===== src/rtl/pipe_pkg.sv =====
// Shared definitions for the pipeline stage registers: control bit layout and
// the stage payload carried from EX to MEM in the default core configuration.
package pipe_pkg;

    localparam int CTRL_W        = 3;
    localparam int CTRL_REGWRITE = 0;
    localparam int CTRL_MEMREAD  = 1;
    localparam int CTRL_MEMWRITE = 2;

    localparam int DATA_W_DEF = 32;
    localparam int RD_W_DEF   = 5;
    localparam int OPC_W_DEF  = 12;

    typedef struct packed {
        logic [DATA_W_DEF-1:0] alu;
        logic [DATA_W_DEF-1:0] rs2;
        logic [RD_W_DEF-1:0]   rd;
        logic                  rd_zero;
        logic [OPC_W_DEF-1:0]  opcode;
        logic [CTRL_W-1:0]     ctrl;
    } stage_payload_t;

endpackage


===== src/rtl/pipe_skid_reg.sv =====
// Generic 2-entry skid register: main entry drives the output, skid entry
// absorbs one extra beat so in_ready_o depends only on registered state.
module pipe_skid_reg #(
    parameter int W = 8
) (
    input  logic         clk,
    input  logic         rst,
    input  logic         flush_i,
    input  logic         in_valid_i,
    output logic         in_ready_o,
    input  logic [W-1:0] in_data_i,
    output logic         out_valid_o,
    input  logic         out_ready_i,
    output logic [W-1:0] out_data_o,
    output logic [1:0]   occupancy_o
);

    logic         main_valid_q, main_valid_d;
    logic         skid_valid_q, skid_valid_d;
    logic [W-1:0] main_data_q, main_data_d;
    logic [W-1:0] skid_data_q, skid_data_d;
    logic         accept;
    logic         pop;

    assign in_ready_o  = !skid_valid_q;
    assign out_valid_o = main_valid_q;
    assign out_data_o  = main_data_q;
    assign occupancy_o = {1'b0, main_valid_q} + {1'b0, skid_valid_q};

    assign accept = in_valid_i && !skid_valid_q;
    assign pop    = main_valid_q && out_ready_i;

    always_comb begin
        main_valid_d = main_valid_q;
        skid_valid_d = skid_valid_q;
        main_data_d  = main_data_q;
        skid_data_d  = skid_data_q;
        // Flush only drops the valid bits; stale data is harmless once gated.
        if (flush_i) begin
            main_valid_d = 1'b0;
            skid_valid_d = 1'b0;
        end else if (!main_valid_q) begin
            if (accept) begin
                main_valid_d = 1'b1;
                main_data_d  = in_data_i;
            end
        end else if (!skid_valid_q) begin
            if (pop && accept) begin
                main_data_d = in_data_i;
            end else if (pop) begin
                main_valid_d = 1'b0;
            end else if (accept) begin
                skid_valid_d = 1'b1;
                skid_data_d  = in_data_i;
            end
        end else if (pop) begin
            main_data_d  = skid_data_q;
            skid_valid_d = 1'b0;
        end
    end

    always_ff @(posedge clk or posedge rst) begin
        if (rst) begin
            main_valid_q <= 1'b0;
            skid_valid_q <= 1'b0;
            main_data_q  <= '0;
            skid_data_q  <= '0;
        end else begin
            main_valid_q <= main_valid_d;
            skid_valid_q <= skid_valid_d;
            main_data_q  <= main_data_d;
            skid_data_q  <= skid_data_d;
        end
    end

endmodule


===== src/rtl/ex_mem_skid_stage.sv =====
// EX/MEM boundary: skid-buffered handshake stage that records rd==0 at capture
// and gates control to a safe bubble whenever no entry is held.
module ex_mem_skid_stage #(
    parameter int DATA_W = 32,
    parameter int RD_W   = 5,
    parameter int OPC_W  = 12,
    parameter int CTRL_W = pipe_pkg::CTRL_W
) (
    input  logic              clk,
    input  logic              rst,
    input  logic              flush,
    input  logic              in_valid,
    output logic              in_ready,
    input  logic [DATA_W-1:0] in_alu,
    input  logic [DATA_W-1:0] in_rs2,
    input  logic [RD_W-1:0]   in_rd,
    input  logic [OPC_W-1:0]  in_opcode,
    input  logic [CTRL_W-1:0] in_ctrl,
    output logic              out_valid,
    input  logic              out_ready,
    output logic [DATA_W-1:0] out_alu,
    output logic [DATA_W-1:0] out_rs2,
    output logic [RD_W-1:0]   out_rd,
    output logic              out_rd_zero,
    output logic [OPC_W-1:0]  out_opcode,
    output logic [CTRL_W-1:0] out_ctrl,
    output logic [1:0]        occupancy
);

    typedef struct packed {
        logic [DATA_W-1:0] alu;
        logic [DATA_W-1:0] rs2;
        logic [RD_W-1:0]   rd;
        logic              rd_zero;
        logic [OPC_W-1:0]  opcode;
        logic [CTRL_W-1:0] ctrl;
    } payload_t;

    localparam int PAYLOAD_W = $bits(payload_t);

    payload_t in_pl;
    payload_t out_pl;

    always_comb begin
        in_pl         = '0;
        in_pl.alu     = in_alu;
        in_pl.rs2     = in_rs2;
        in_pl.rd      = in_rd;
        in_pl.rd_zero = (in_rd == '0);
        in_pl.opcode  = in_opcode;
        in_pl.ctrl    = in_ctrl;
    end

    pipe_skid_reg #(
        .W (PAYLOAD_W)
    ) u_skid (
        .clk         (clk),
        .rst         (rst),
        .flush_i     (flush),
        .in_valid_i  (in_valid),
        .in_ready_o  (in_ready),
        .in_data_i   (in_pl),
        .out_valid_o (out_valid),
        .out_ready_i (out_ready),
        .out_data_o  (out_pl),
        .occupancy_o (occupancy)
    );

    assign out_alu    = out_pl.alu;
    assign out_rs2    = out_pl.rs2;
    assign out_rd     = out_pl.rd;
    assign out_opcode = out_pl.opcode;
    // Bubbles must never write the register file or touch memory.
    assign out_ctrl    = out_valid ? out_pl.ctrl : '0;
    assign out_rd_zero = out_valid ? out_pl.rd_zero : 1'b1;

endmodule


===== config.mk =====
export PLATFORM = sky130hd
export DESIGN_NAME = ex_mem_skid_stage
export DESIGN_NICKNAME = d
export VERILOG_FILES = /design/src/rtl/pipe_pkg.sv /design/src/rtl/pipe_skid_reg.sv /design/src/rtl/ex_mem_skid_stage.sv
export SDC_FILE = /design/constraint.sdc
export NUM_CORES = 1
export LEC_CHECK = 0
export ABC_CLOCK_PERIOD_IN_PS = 7960
export CAP_MARGIN = 10
export CORE_UTILIZATION = 50
export CTS_CLUSTER_DIAMETER = 50
export DETAILED_ROUTE_END_ITERATION = 12
export GPL_TIMING_DRIVEN = 0
export MAX_ROUTING_LAYER = met4
export PLACE_DENSITY = 0.92
export REMOVE_ABC_BUFFERS = 1
export SYNTH_ARGS = -nofsm -noshare
export SYNTH_HDL_FRONTEND = slang
export SYNTH_HIERARCHICAL = 1
export SYNTH_SLANG_ARGS = --single-unit

===== constraint.sdc =====
create_clock -name clk -period 7.96 [get_ports clk]
set_clock_uncertainty 0.15 [all_clocks]
set_input_delay 1.194 -clock clk [delete_from_list [all_inputs] [get_ports clk]]
set_output_delay 1.194 -clock clk [all_outputs]
set_load 0.005 [all_outputs]

==> flow_summary.toml <==
[pwr]
peakVddDrop_v = 0.000206
power_mw = 2.75
p_leak_nw = 4.50
p_per_area_mw_per_mm2 = 266

[synthesis]
yosys_register_bits = 172
synth-edff-count = 0
ys_seq_area_share_pct = 56.0
synth_top_flop_cell = "dfrtp_1"
syn_area_mm2 = 0.00769
synth.distinct_cells = 22
netlist.top_cell.by_area = "dfrtp_1"
synth_area_leaders = "dfrtp_1 56%, mux2_2 23%, mux2_4 9.8%"
synth_area_per_cell_um2 = 16.1
async_reset_ff_share_pct = 100
yosysWarningCount = 6
synth_top_area_share_pct = 56.0
synth_cells = 477

[setup_path]
crit_arrival_ps = 3480
path_class = "in2reg"
critPathBufInv = 5
cpPeakStageDelay_ps = 570
cp-start-kind = "primary input"
required_ps = 8110
crit_fanout = 14
crit_path_frequent_cell = "buf_8"
crit_chain = "clkdlybuf4s50_1, nand2b_1, a211oi_4, buf_8, buf_8, buf_8, buf_8, mux2_2"
cp_slowest_cell = "clkdlybuf4s50_1"
crit_family = "buffers and inverters"
end_kind = "flop"

[drt]
ant_nets = 0
drc = 0
vias = 4565
wl_per_cell_um = 18.9
routed_wl_mm = 16.1
first_iter_violations = 175
firstDrtPassIters = 4
via_per_inst = 5.35

[finish]
post-route-util_pct = 70.3
area_growth_pct = 34.7
stdcell_area_mm2 = 0.0104
drive_gt1_share_pct = 37.5
antenna_cells = 0
fill_cells = 974
nets = 747
final_cells = 853

[clock_network]
cts_buffers = 17
path_clk_slew_ps = 70
ctsResizeCount = 0
htree_levels = 4
root_buffer = "clkbuf_16"
clockBufferDepth = 2
clkLatencyLatePin_ps = 420
clock-sinks = 172
tritoncts = "done"
post_cts_buffers = 0
postCtsHoldBufs = 0

[die]
rows = 44
core_mm2 = 0.0148
die_w_um = 126
die-area_mm2 = 0.0159
io_pins = 178
die_h_um = 126
initial_core_util_pct = 52.1

[placed_design]
placed_area_mm2 = 0.00973
hpwl_mm = 10.9
gp_congestion = 0.743
portBuffers = 177
dp_cells = 821

[global_routing]
grt_pass1_vias = 5231
grt.overflow.total = 0
grt_pass1_wl_mm = 26.8
grt_max_degree = 89
track_usage_pct = 22.3
antenna_found_initial = 0

[sta]
rsz0062_at_grt = "no"
final.min_clock_period_ps = 3330
drv_slew = 0
hold_viol = 0
min_period_over_period_pct = 41.8
fmax_mhz = 300
slew_headroom_pct = 56.6
setup_violations = 0
worst_pin_slew_ps = 651
whs_ps = 350

[status]
status = "finished, final reports clean"

[flow_run]
maxCapViolCount = 0

[min_path]
hold_path.class = "reg2reg"
## stage by stage
stage,worst slack [ps],TNS [ps]
global placement,-1290,-103500
finish,4630,0
CTS,4660,0
floorplan,1190,0
global route,4560,0
detailed placement,4220,0
## power by group
| group | internal (mW) | total, mW | switching (mW) | leakage [nW] |
|---|---|---|---|---|
| clock | 0.519 | 0.874 | 0.355 | 0.303 |
| sequential | 1.10 | 1.23 | 0.123 | 2.07 |
| combinational | 0.461 | 0.654 | 0.193 | 2.12 |
| total | 2.08 | 2.75 | 0.671 | 4.50 |
## registers in the layout, summed over array words and instances (netlist names)
name	count
u_skid/out_data_o	85
u_skid/skid_valid_q	1
u_skid/skid_data_q	85
u_skid/out_valid_o	1
## kinds of logic after synthesis
logic type	after synthesis	synth area share (%)
muxes	255	39.8
and+or+nand+nor	11	0.846
AOI/OAI and AO/OA	6	0.569
adders and majority gates	2	0.325
buffers and inverters	31	2.54
DFF	172	56.0
## synthesized netlist by cell type (2+ instances only)
cell        n
buf_2      12
clkbuf_1    3
nand2b_1    3
a21oi_1     2
buf_6       5
mux2_4     50
mux2_1     50
inv_1       4
ha_1        2
dfrtp_1   172
buf_4       7
mux2_2    155
and2_1      3
## routing by layer
metal | track usage, % | part of all wire [%] | vias up | routed length (µm)
li1 | - | - | 2070 | -
met1 | 26.1 | 42 | 2346 | 6760
met2 | 38.2 | 52 | 127 | 8390
met3 | 5.52 | 4.8 | 22 | 779
met4 | 6.09 | 1.3 | 0 | 206
met5 | - | 0 | - | 0
## area by class of cell
class                           count  area, µm²  share of cell area (%)
Clock buffer                       19        453                    4.37
Clock inverter                     13        178                    1.71
Inverter                            4       22.5                   0.217
Multi-Input combinational cell    274       3220                    31.0
Sequential cell                   172       4300                    41.5
Tap cell                          184        230                    2.22
Timing Repair Buffer              187       1960                    18.9
## worst paths after layout
kind                       depth (start not counted)                               start  slack [ps]                            endpoint
setup reg to reg                                   8        u_skid/out_valid_o$_DFF_PP0_        5060   u_skid/out_data_o[59]$_DFFE_PP0P_
max in group asynchronous                          3                                 rst        5730   u_skid/out_data_o[34]$_DFFE_PP0P_
hold / removal                                     1  u_skid/skid_data_q[21]$_DFFE_PP0P_         350  u_skid/skid_data_q[21]$_DFFE_PP0P_
min in group asynchronous                          2                                 rst        1100    u_skid/out_data_o[6]$_DFFE_PP0P_
setup / recovery                                   8                            in_valid        4630   u_skid/out_data_o[59]$_DFFE_PP0P_
hold reg to reg                                    1  u_skid/skid_data_q[21]$_DFFE_PP0P_         350  u_skid/skid_data_q[21]$_DFFE_PP0P_
## cell usage in the layout (no fill, tap or decap), drive strengths merged, types with 2 or more instances in the layout
| cell type | n |
|---|---|
| clkbuf | 19 |
| clkinvlp | 2 |
| a211oi | 2 |
| a21oi | 2 |
| clkinv | 3 |
| and2 | 3 |
| buf | 10 |
| bufinv | 3 |
| clkdlybuf4s50 | 177 |
| ha | 2 |
| dfrtp | 172 |
| nand2b | 3 |
| inv | 9 |
| mux2 | 255 |
Power figures use the tool's default switching activity.
